**src/rtl/minterm_lut_pkg.sv**
```systemverilog
// rtl/minterm_lut_pkg.sv - shared types, default masks and width helpers for minterm_lut
//
// Contents:
//   sweep_state_e  sweeper FSM states (IDLE, SWEEP, DONE)
//   MASK_DEF0/1    reset minterm masks of the 4-input, 2-output configuration
//   mask_width()   mask bits for a given input count (2**n_in)
//   cnt_width()    ones-count width able to hold a full count (n_in+1)
//   sel_width()    config select width, never below one bit

package minterm_lut_pkg;

    typedef enum logic [1:0] {
        ST_IDLE  = 2'd0,
        ST_SWEEP = 2'd1,
        ST_DONE  = 2'd2
    } sweep_state_e;

    // Output 0: minterms {4,5,6,7,11,12,13}; output 1: minterms {1,2,4,5}.
    localparam logic [15:0] MASK_DEF0 = 16'h38F0;
    localparam logic [15:0] MASK_DEF1 = 16'h0036;

    function automatic int mask_width(input int n_in);
        return 1 << n_in;
    endfunction

    function automatic int cnt_width(input int n_in);
        return n_in + 1;
    endfunction

    function automatic int sel_width(input int n_out);
        return (n_out > 1) ? $clog2(n_out) : 1;
    endfunction

endpackage

```
**src/rtl/minterm_lut_sweeper.sv**
```systemverilog
// rtl/minterm_lut_sweeper.sv - exhaustive sweep FSM counting true minterms per output
//
// Ports:
//   clk, rst_n     clock, asynchronous active-low reset
//   start_i        begin a sweep (honoured only in IDLE)
//   masks_i        current mask array, output k at index k
//   idle_o         FSM is in IDLE (evaluation/config allowed)
//   busy_o         registered: sweep in progress
//   done_o         registered: one-cycle pulse when cnt_o is updated
//   cnt_o          ones-count per output, slice k = output k
//   step_valid_o   a sweep step is taken this cycle
//   step_idx_o     minterm index examined by the current step

module minterm_lut_sweeper
    import minterm_lut_pkg::*;
#(
    parameter  int N_IN   = 4,
    parameter  int N_OUT  = 2,
    localparam int MASK_W = mask_width(N_IN),
    localparam int CNT_W  = cnt_width(N_IN)
) (
    input  logic                           clk,
    input  logic                           rst_n,
    input  logic                           start_i,
    input  logic [N_OUT-1:0][MASK_W-1:0]   masks_i,
    output logic                           idle_o,
    output logic                           busy_o,
    output logic                           done_o,
    output logic [N_OUT*CNT_W-1:0]         cnt_o,
    output logic                           step_valid_o,
    output logic [N_IN-1:0]                step_idx_o
);

    sweep_state_e                   state_q;
    logic [N_IN-1:0]                idx_q;
    logic [N_OUT-1:0][CNT_W-1:0]    acc_q;
    logic [N_OUT-1:0][CNT_W-1:0]    acc_d;
    logic [N_OUT-1:0][CNT_W-1:0]    cnt_q;
    logic                           busy_q;
    logic                           done_q;

    always_comb begin
        acc_d = acc_q;
        for (int k = 0; k < N_OUT; k++) begin
            acc_d[k] = acc_q[k] + CNT_W'(masks_i[k][idx_q]);
        end
    end

    always_ff @(posedge clk or negedge rst_n) begin
        if (!rst_n) begin
            state_q <= ST_IDLE;
            idx_q   <= '0;
            acc_q   <= '0;
            cnt_q   <= '0;
            busy_q  <= 1'b0;
            done_q  <= 1'b0;
        end else begin
            done_q <= 1'b0;
            case (state_q)
                ST_IDLE: begin
                    if (start_i) begin
                        state_q <= ST_SWEEP;
                        idx_q   <= '0;
                        acc_q   <= '0;
                        busy_q  <= 1'b1;
                    end
                end
                ST_SWEEP: begin
                    acc_q <= acc_d;
                    idx_q <= idx_q + 1'b1;
                    // The last step publishes the sum including its own minterm,
                    // so done/count appear right as busy drops.
                    if (idx_q == '1) begin
                        state_q <= ST_DONE;
                        busy_q  <= 1'b0;
                        done_q  <= 1'b1;
                        cnt_q   <= acc_d;
                    end
                end
                ST_DONE: begin
                    state_q <= ST_IDLE;
                end
                default: begin
                    state_q <= ST_IDLE;
                end
            endcase
        end
    end

    assign idle_o       = (state_q == ST_IDLE);
    assign busy_o       = busy_q;
    assign done_o       = done_q;
    assign cnt_o        = cnt_q;
    assign step_valid_o = (state_q == ST_SWEEP);
    assign step_idx_o   = idx_q;

endmodule

```
**src/rtl/minterm_lut.sv**
```systemverilog
// rtl/minterm_lut.sv - registered sum-of-minterms evaluator with writable masks and self-count sweep
//
// Optional build macro: MINTERM_LUT_SWEEP_STREAM_EN
//   defined   - each sweep step also emits out_vec = f(idx) with out_valid
//   undefined - sweep leaves out_vec/out_valid untouched
//
// Ports:
//   clk, rst_n     clock, asynchronous active-low reset
//   in_vec         input combination, MSB is variable A
//   in_valid       evaluate in_vec (IDLE only, loses to sweep_start)
//   out_vec        registered function values, bit k = output k
//   out_valid      out_vec strobe, one cycle after the accepted input
//   cfg_we         mask write strobe (IDLE only)
//   cfg_sel        output index to write
//   cfg_mask       new mask, bit i = minterm i
//   cfg_err        one-cycle pulse for a rejected write
//   sweep_start    begin exhaustive sweep
//   sweep_busy     sweep in progress
//   sweep_done     one-cycle pulse when sweep_cnt is updated
//   sweep_cnt      ones-count per output, slice k = output k

module minterm_lut
    import minterm_lut_pkg::*;
#(
    parameter  int N_IN  = 4,
    parameter  int N_OUT = 2,
    parameter  logic [N_OUT*mask_width(N_IN)-1:0] DEFAULT_MASKS = {MASK_DEF1, MASK_DEF0},
    localparam int MASK_W = mask_width(N_IN),
    localparam int CNT_W  = cnt_width(N_IN),
    localparam int SEL_W  = sel_width(N_OUT)
) (
    input  logic                       clk,
    input  logic                       rst_n,
    input  logic [N_IN-1:0]            in_vec,
    input  logic                       in_valid,
    output logic [N_OUT-1:0]           out_vec,
    output logic                       out_valid,
    input  logic                       cfg_we,
    input  logic [SEL_W-1:0]           cfg_sel,
    input  logic [MASK_W-1:0]          cfg_mask,
    output logic                       cfg_err,
    input  logic                       sweep_start,
    output logic                       sweep_busy,
    output logic                       sweep_done,
    output logic [N_OUT*CNT_W-1:0]     sweep_cnt
);

    logic [N_OUT-1:0][MASK_W-1:0]  masks_q;
    logic [N_OUT-1:0]              out_vec_q;
    logic                          out_valid_q;
    logic                          cfg_err_q;

    logic                          idle;
    logic                          step_valid;
    logic [N_IN-1:0]               step_idx;
    logic                          accept_eval;
    logic                          sel_oob;
    logic [N_OUT-1:0]              eval_vec;
    logic [N_OUT-1:0]              step_vec;

    minterm_lut_sweeper #(
        .N_IN  (N_IN),
        .N_OUT (N_OUT)
    ) u_sweeper (
        .clk          (clk),
        .rst_n        (rst_n),
        .start_i      (sweep_start),
        .masks_i      (masks_q),
        .idle_o       (idle),
        .busy_o       (sweep_busy),
        .done_o       (sweep_done),
        .cnt_o        (sweep_cnt),
        .step_valid_o (step_valid),
        .step_idx_o   (step_idx)
    );

    // A sweep request in the same cycle takes priority and swallows the input.
    assign accept_eval = in_valid && idle && !sweep_start;
    assign sel_oob     = (int'(cfg_sel) >= N_OUT);

    always_comb begin
        eval_vec = '0;
        step_vec = '0;
        for (int k = 0; k < N_OUT; k++) begin
            eval_vec[k] = masks_q[k][in_vec];
            step_vec[k] = masks_q[k][step_idx];
        end
    end

    // Evaluation reads masks_q before this edge's write lands, so a
    // simultaneous config write only affects later evaluations.
    always_ff @(posedge clk or negedge rst_n) begin
        if (!rst_n) begin
            out_vec_q   <= '0;
            out_valid_q <= 1'b0;
        end else begin
            out_valid_q <= 1'b0;
            if (accept_eval) begin
                out_vec_q   <= eval_vec;
                out_valid_q <= 1'b1;
            end
`ifdef MINTERM_LUT_SWEEP_STREAM_EN
            else if (step_valid) begin
                out_vec_q   <= step_vec;
                out_valid_q <= 1'b1;
            end
`endif
        end
    end

`ifndef MINTERM_LUT_SWEEP_STREAM_EN
    logic unused_step;
    assign unused_step = ^{step_valid, step_vec};
`endif

    always_ff @(posedge clk or negedge rst_n) begin
        if (!rst_n) begin
            masks_q   <= DEFAULT_MASKS;
            cfg_err_q <= 1'b0;
        end else begin
            cfg_err_q <= 1'b0;
            if (cfg_we) begin
                if (!idle || sel_oob) begin
                    cfg_err_q <= 1'b1;
                end else begin
                    masks_q[cfg_sel] <= cfg_mask;
                end
            end
        end
    end

    assign out_vec   = out_vec_q;
    assign out_valid = out_valid_q;
    assign cfg_err   = cfg_err_q;

endmodule

```
**config.mk**
```make
export PLATFORM = sky130hd
export DESIGN_NAME = minterm_lut
export DESIGN_NICKNAME = d
export VERILOG_FILES = /design/src/rtl/minterm_lut_pkg.sv /design/src/rtl/minterm_lut_sweeper.sv /design/src/rtl/minterm_lut.sv
export SDC_FILE = /design/constraint.sdc
export NUM_CORES = 1
export LEC_CHECK = 0
export BUFFER_PORTS_ARGS = -buffer_cell sky130_fd_sc_hd__buf_2
export CELL_PAD_IN_SITES_DETAIL_PLACEMENT = 0
export CELL_PAD_IN_SITES_GLOBAL_PLACEMENT = 2
export CORE_ASPECT_RATIO = 0.8
export CORE_UTILIZATION = 34
export DETAILED_ROUTE_END_ITERATION = 8
export GPL_TIMING_DRIVEN = 0
export PLACE_DENSITY_LB_ADDON = 0.2
export SLEW_MARGIN = 5
export SYNTH_ARGS = -nofsm -noshare
export SYNTH_HDL_FRONTEND = slang
export SYNTH_SLANG_ARGS = --single-unit
```
**constraint.sdc**
```tcl
create_clock -name clk -period 6.5 [get_ports clk]
set_input_delay 0.975 -clock clk [delete_from_list [all_inputs] [get_ports clk]]
set_output_delay 0.975 -clock clk [all_outputs]
set_load 0.005 [all_outputs]
```
Yosys cells after proc, flatten, opt, wreduce, memory -nomap -nowiden
Cells that the tools add are included.

cells by class
  $add $sub $neg = 3
  magnitude comparators = 4
  equality and inequality tests = 4
  mux-type cells = 26
  reduce and logical (&&, ||, !) cells = 11

operator list
  operator               count
  $bwmux W32             1
  $pmux W10 S2           1
  $bmux W1 S4            4
  $demux W16 S1          1
  $mux W16               1
  $mux W1                11
  $add A5 B1 Y5          2
  $lt A4 B5 Y1 const B   2
  $mux W10               1
  $pmux W4 S2            1
  $reduce_and A2 Y1      4
  $add A4 B1 Y4 const B  1
  $eq A4 B4 Y1 const B   1
  $mux W2                2
  $mux W4                1
  $pmux W2 S2            1
  $logic_and A1 B1 Y1    3
  $reduce_and A3 Y1      1
  $eq A2 B1 Y1 const B   1
  $logic_not A2 Y1       1
  $lt A1 B2 Y1 const B   1
  $ne A2 B1 Y1 const B   1
  $ne A2 B2 Y1 const B   1
  $pmux W1 S2            1
  3 further kinds        3

word-level totals
  register bits after elaboration = 64
  input port bits = 26
  output and inout port bits = 16
  word-level logic and storage cells = 61

Longest topological paths before layout
  depth in word-level cells = 5
  depth in mapped cells = 8
  depth with buffers taken out = 7

Hierarchy
A second synthesis with hierarchy kept.

second synthesis, totals
  cells, all modules = 235
  area, all modules = 3159.3 sq um

modules (own cells, without submodules)
  module               times used  cells each  area an instance (sq um)  seq. area each (sq um)
  minterm_lut          1           105         1606.5                    914.6
  minterm_lut_sweeper  1           130         1552.7                    700.7

Worst setup path before layout
Ideal clock, no wire load.

  kind = reg2reg
  from = register u_sweeper.idx_q[0] (netlist: u_sweeper.step_idx_o[0])
  to = register u_sweeper.acc_q[9] (netlist bit)
  setup time = 0.133 ns
  arrival time = 2.279 ns
  required time = 6.367 ns
  path slack = 4.088 ns
  stages on the path, launching flop included = 9
  buffers on the path = 1
  path through = dfrtp_1 buf_6 mux4_1 mux4_2 ha_1 ha_1 nand3_1 xor2_1 o21ai_0

between the ends
  cells in the longest elaborated chain, start to end = 4

ends and longest elaborated chain
  what                      line                       source
  start: declaration        minterm_lut_sweeper.sv:35  logic [N_IN-1:0] idx_q;
  start signal: assignment  minterm_lut_sweeper.sv:70  idx_q <= idx_q + 1'b1;
  $bmux W1 S4               minterm_lut_sweeper.sv:45  acc_d[k] = acc_q[k] + CNT_W'(masks_i[k][idx_q]);
  $mux W1                   -
  $add A5 B1 Y5             minterm_lut_sweeper.sv:45
  $pmux W10 S2              minterm_lut_sweeper.sv:59  case (state_q)
  end signal: assignment    minterm_lut_sweeper.sv:53  acc_q <= '0;
  end signal: assignment    minterm_lut_sweeper.sv:64  acc_q <= '0;
  end signal: assignment    minterm_lut_sweeper.sv:69  acc_q <= acc_d;
  end: declaration          minterm_lut_sweeper.sv:36  logic [N_OUT-1:0][CNT_W-1:0] acc_q;

No other way between the ends. The select of a mux whose other input is x is not followed.
A chain may end at the register's enable or synchronous reset.

Worst setup path after layout
  from = register u_sweeper.idx_q[1] (netlist: u_sweeper.step_idx_o[1])
  to = register u_sweeper.acc_q[4] (netlist bit)

The elaborated chain is that of the path after synthesis.

==> flow_metrics.tcl <==
set metrics [dict create \
    met3_usage_pct 5.36 \
    tns_ns 0 \
    synth_edf_count 0 \
    clock-root-buffer "clkbuf_16" \
    rsz0062_at_grt "no" \
    cap_violations 0 \
    place_congestion 0.697 \
    start_kind "flop" \
    drtIter0Drc 59 \
    cts_buffer_depth 2 \
    synth_top_family_by_area "multiplexers" \
    layout-drive-gt1-share_pct 39.8 \
    min_from "u_sweeper.acc_q[9]" \
    placed_cells 386 \
    finalWirelength_um 6700 \
    cp.arrival_ns 2.93 \
    cts.hold.buffers_added 0 \
    final_antenna_net_count 0 \
    cts.sinks 64 \
    leakage_uw 0.00171 \
    fin_nets 316 \
    fin_crit_ns 2.74 \
    cpLargestDelayFamily "multiplexers" \
    max_stage_delay_ns 0.49 \
    ioPinCount 42 \
    status "finished clean" \
    finalHoldViolations 0 \
    peakVddDrop_mv 0.176 \
    drt_pass1_iterations 4 \
    wl_per_cell_um 16.7 \
    start_util_pct 35.9 \
    crit_buf_inv 1 \
    hpwl_um 4710 \
    required_ns 6.68 \
    yosys.area_share.simple_pct 8.27 \
    cp.depth 8 \
    ys.flop_type "dfrtp_1" \
    track_usage_pct 15.5 \
    seq_area_frac_synth_pct 51.8 \
    die-area_um2 9560 \
    path_clk_slew_ns 0.05 \
    synth_xor_area_share_pct 1.69 \
    cp_cell_sequence "clkbuf_1, mux4_1, mux4_2, ha_1, ha_1, nand3_1, xor2_1, o21ai_0" \
    critPathKind "flop to flop" \
    finalNonFillerCells 401 \
    cts_resized 0 \
    synthAdderAreaFrac_pct 2.01 \
    htree_levels 3 \
    vias 2055 \
    holdCritPathClass "flop to flop" \
    synth.distinct_cells 36 \
    grt_util_met1_pct 22.6 \
    diodes 0 \
    fin_crit_sh_pct 42.2 \
    syn2layout_area_growth_pct 20.4 \
    finalClockSkew_ns 0.00780 \
    syn-num-nets 266 \
    setup_viol 0 \
    die_w_um 109 \
    grt_pass1_wl_um 11000 \
    cts_setup_buffers 0 \
    core_area_um2 8670 \
    holdPathStages 2 \
    synth_area_um2 3120 \
    critPathMaxFanout 10 \
    worst_pin_slew_ns 0.809 \
    io_buffers 39 \
    ys_seq_elements 64 \
    antenna_found_initial 0 \
    synth_compound_area_share_pct 6.90 \
    synth_area_per_cell_um2 13.3 \
    max_slew_margin_pct 46.0 \
    reg2regPathDepth 8 \
    insertion_delay_ns 0.32 \
    syn_inst 235 \
    grt_max_degree 65 \
    async_flop_share_pct 100 \
    die_h_um 87.6 \
    drc 0 \
    yosysWarnings 0 \
    ff2ff_setup_slack_ns 3.76 \
    r2r-end "u_sweeper.acc_q[4]" \
    fmaxAchievable_mhz 365 \
    numCtsBuffers 9 \
    slowest_stage "mux4_2" \
    r2r-start "u_sweeper.step_idx_o[1]" \
    p_per_area_nw_per_um2 501 \
    overflow 0 \
    synthMuxAreaShare_pct 26.7 \
    row_count 30 \
    end_kind "flop" \
    met2_usage_pct 22.5 \
    cp_common_cell "ha_1" \
    tritoncts "yes" \
    grt_pass1_vias 2065 \
    grt_most_used_layer "met1" \
    hold-path-endpoint "u_sweeper.acc_q[9]" \
    viasPerCell 5.12 \
    maxSlewViolCount 0 \
]
Yosys cell counts, types with 2 or more instances:
library cell | n | share of area, %
nor2_1 | 13 | 1.6
and4_1 | 2 | 0.56
a21oi_1 | 7 | 1.1
xor2_1 | 4 | 1.1
ha_1 | 5 | 2.0
dfrtp_1 | 53 | 43
clkbuf_1 | 7 | 0.84
nor2b_1 | 4 | 0.80
inv_1 | 2 | 0.24
dfstp_2 | 11 | 9.3
nand2_1 | 13 | 1.6
buf_2 | 6 | 0.96
mux4_1 | 8 | 6.7
o31ai_1 | 2 | 0.48
o21ai_0 | 10 | 1.6
nand2b_1 | 3 | 0.60
a21o_1 | 3 | 0.72
nand4_1 | 3 | 0.60
mux4_2 | 6 | 4.3
a22o_1 | 6 | 1.7
xnor2_1 | 2 | 0.56
mux2i_1 | 8 | 2.6
nand3_1 | 9 | 1.4
mux2_2 | 36 | 13
cells by family after synthesis:
family,count (synthesis)
buffers and inverters,17
XOR/XNOR,6
flip-flops,64
multiplexers,58
AND/OR/NAND/NOR,52
AO/OA/AOI/OAI,33
adder cells (fa/ha/maj),5
stage by stage:
stage / area, µm² / power [µW] / setup slack [ns] / utilization [%] / hold slack [ns]
floorplan: 3120 / 1200 / 4.09 / - / 0.469
global placement: 3450 / 1400 / 3.76 / 39.8 / 0.483
detailed placement: 3450 / 1410 / 3.74 / 39.8 / 0.493
CTS: 3750 / 1900 / 3.72 / 43.3 / 0.503
global route: 3750 / 2020 / 3.58 / 43.3 / 0.521
finish: 3750 / 1880 / 3.76 / 43.3 / 0.497
worst reg2reg max path: cells and delay by family, from the launching register on:
kind,cells,cell delay (ns)
AOI/OAI and AO/OA,1,0.10
xor gates and xnor gates,1,0.20
adders and majority gates,2,0.46
buffers and inverters,1,0.46
DFF,1,0.34
muxes,2,0.92
and+or+nand+nor,1,0.13
routing by layer:
layer  part of all wire (%)  vias up
met3                    4.0        4
met5                      0        -
met1                     53     1037
met4                   0.54        0
met2                     42       35
li1                       -      979
state kept, by name (all words and copies together), names as in the netlist:
register	count
out_valid	1
u_sweeper.acc_q	10
u_sweeper.step_idx_o	4
masks_q	32
u_sweeper.busy_o	1
u_sweeper.cnt_o	10
u_sweeper.state_q	2
cfg_err	1
out_vec	2
u_sweeper.done_o	1
layout make-up:
class	instances	area (µm²)
Tap cell	112	140
Clock buffer	12	256
Fill cell	840	4920
Inverter	2	7.51
Sequential cell	64	1620
Timing Repair Buffer	39	198
Clock inverter	3	42.5
Buffer	15	75.1
Multi-Input combinational cell	154	1420
worst max-delay path by stage:
stage,startpoint,to,slack [ns]
finish,u_sweeper.step_idx_o[1],u_sweeper.acc_q[4],3.76
global placement,u_sweeper.step_idx_o[1],u_sweeper.acc_q[4],3.76
CTS,u_sweeper.step_idx_o[1],u_sweeper.acc_q[9],3.72
floorplan,u_sweeper.step_idx_o[0],u_sweeper.acc_q[9],4.09
global route,u_sweeper.step_idx_o[1],u_sweeper.acc_q[9],3.58
detailed placement,u_sweeper.step_idx_o[1],u_sweeper.acc_q[9],3.74
placed cells by master, fill, tap and decap left out, types with 7 or more instances in the layout:
cell type,instances
dfstp_2,11
nand3_1,9
clkbuf_16,9
mux2i_1,8
buf_2,44
nor2_1,13
a21oi_1,7
dfrtp_1,53
mux4_1,8
mux2_2,36
nand2_1,13
clkbuf_1,8
o21ai_0,10
power breakdown:
group / internal [µW] / switching (µW)
Combinational: 384 / 288
Clock: 315 / 163
Sequential: 605 / 125
Total: 1300 / 576
(Power assumes the default switching activity.)
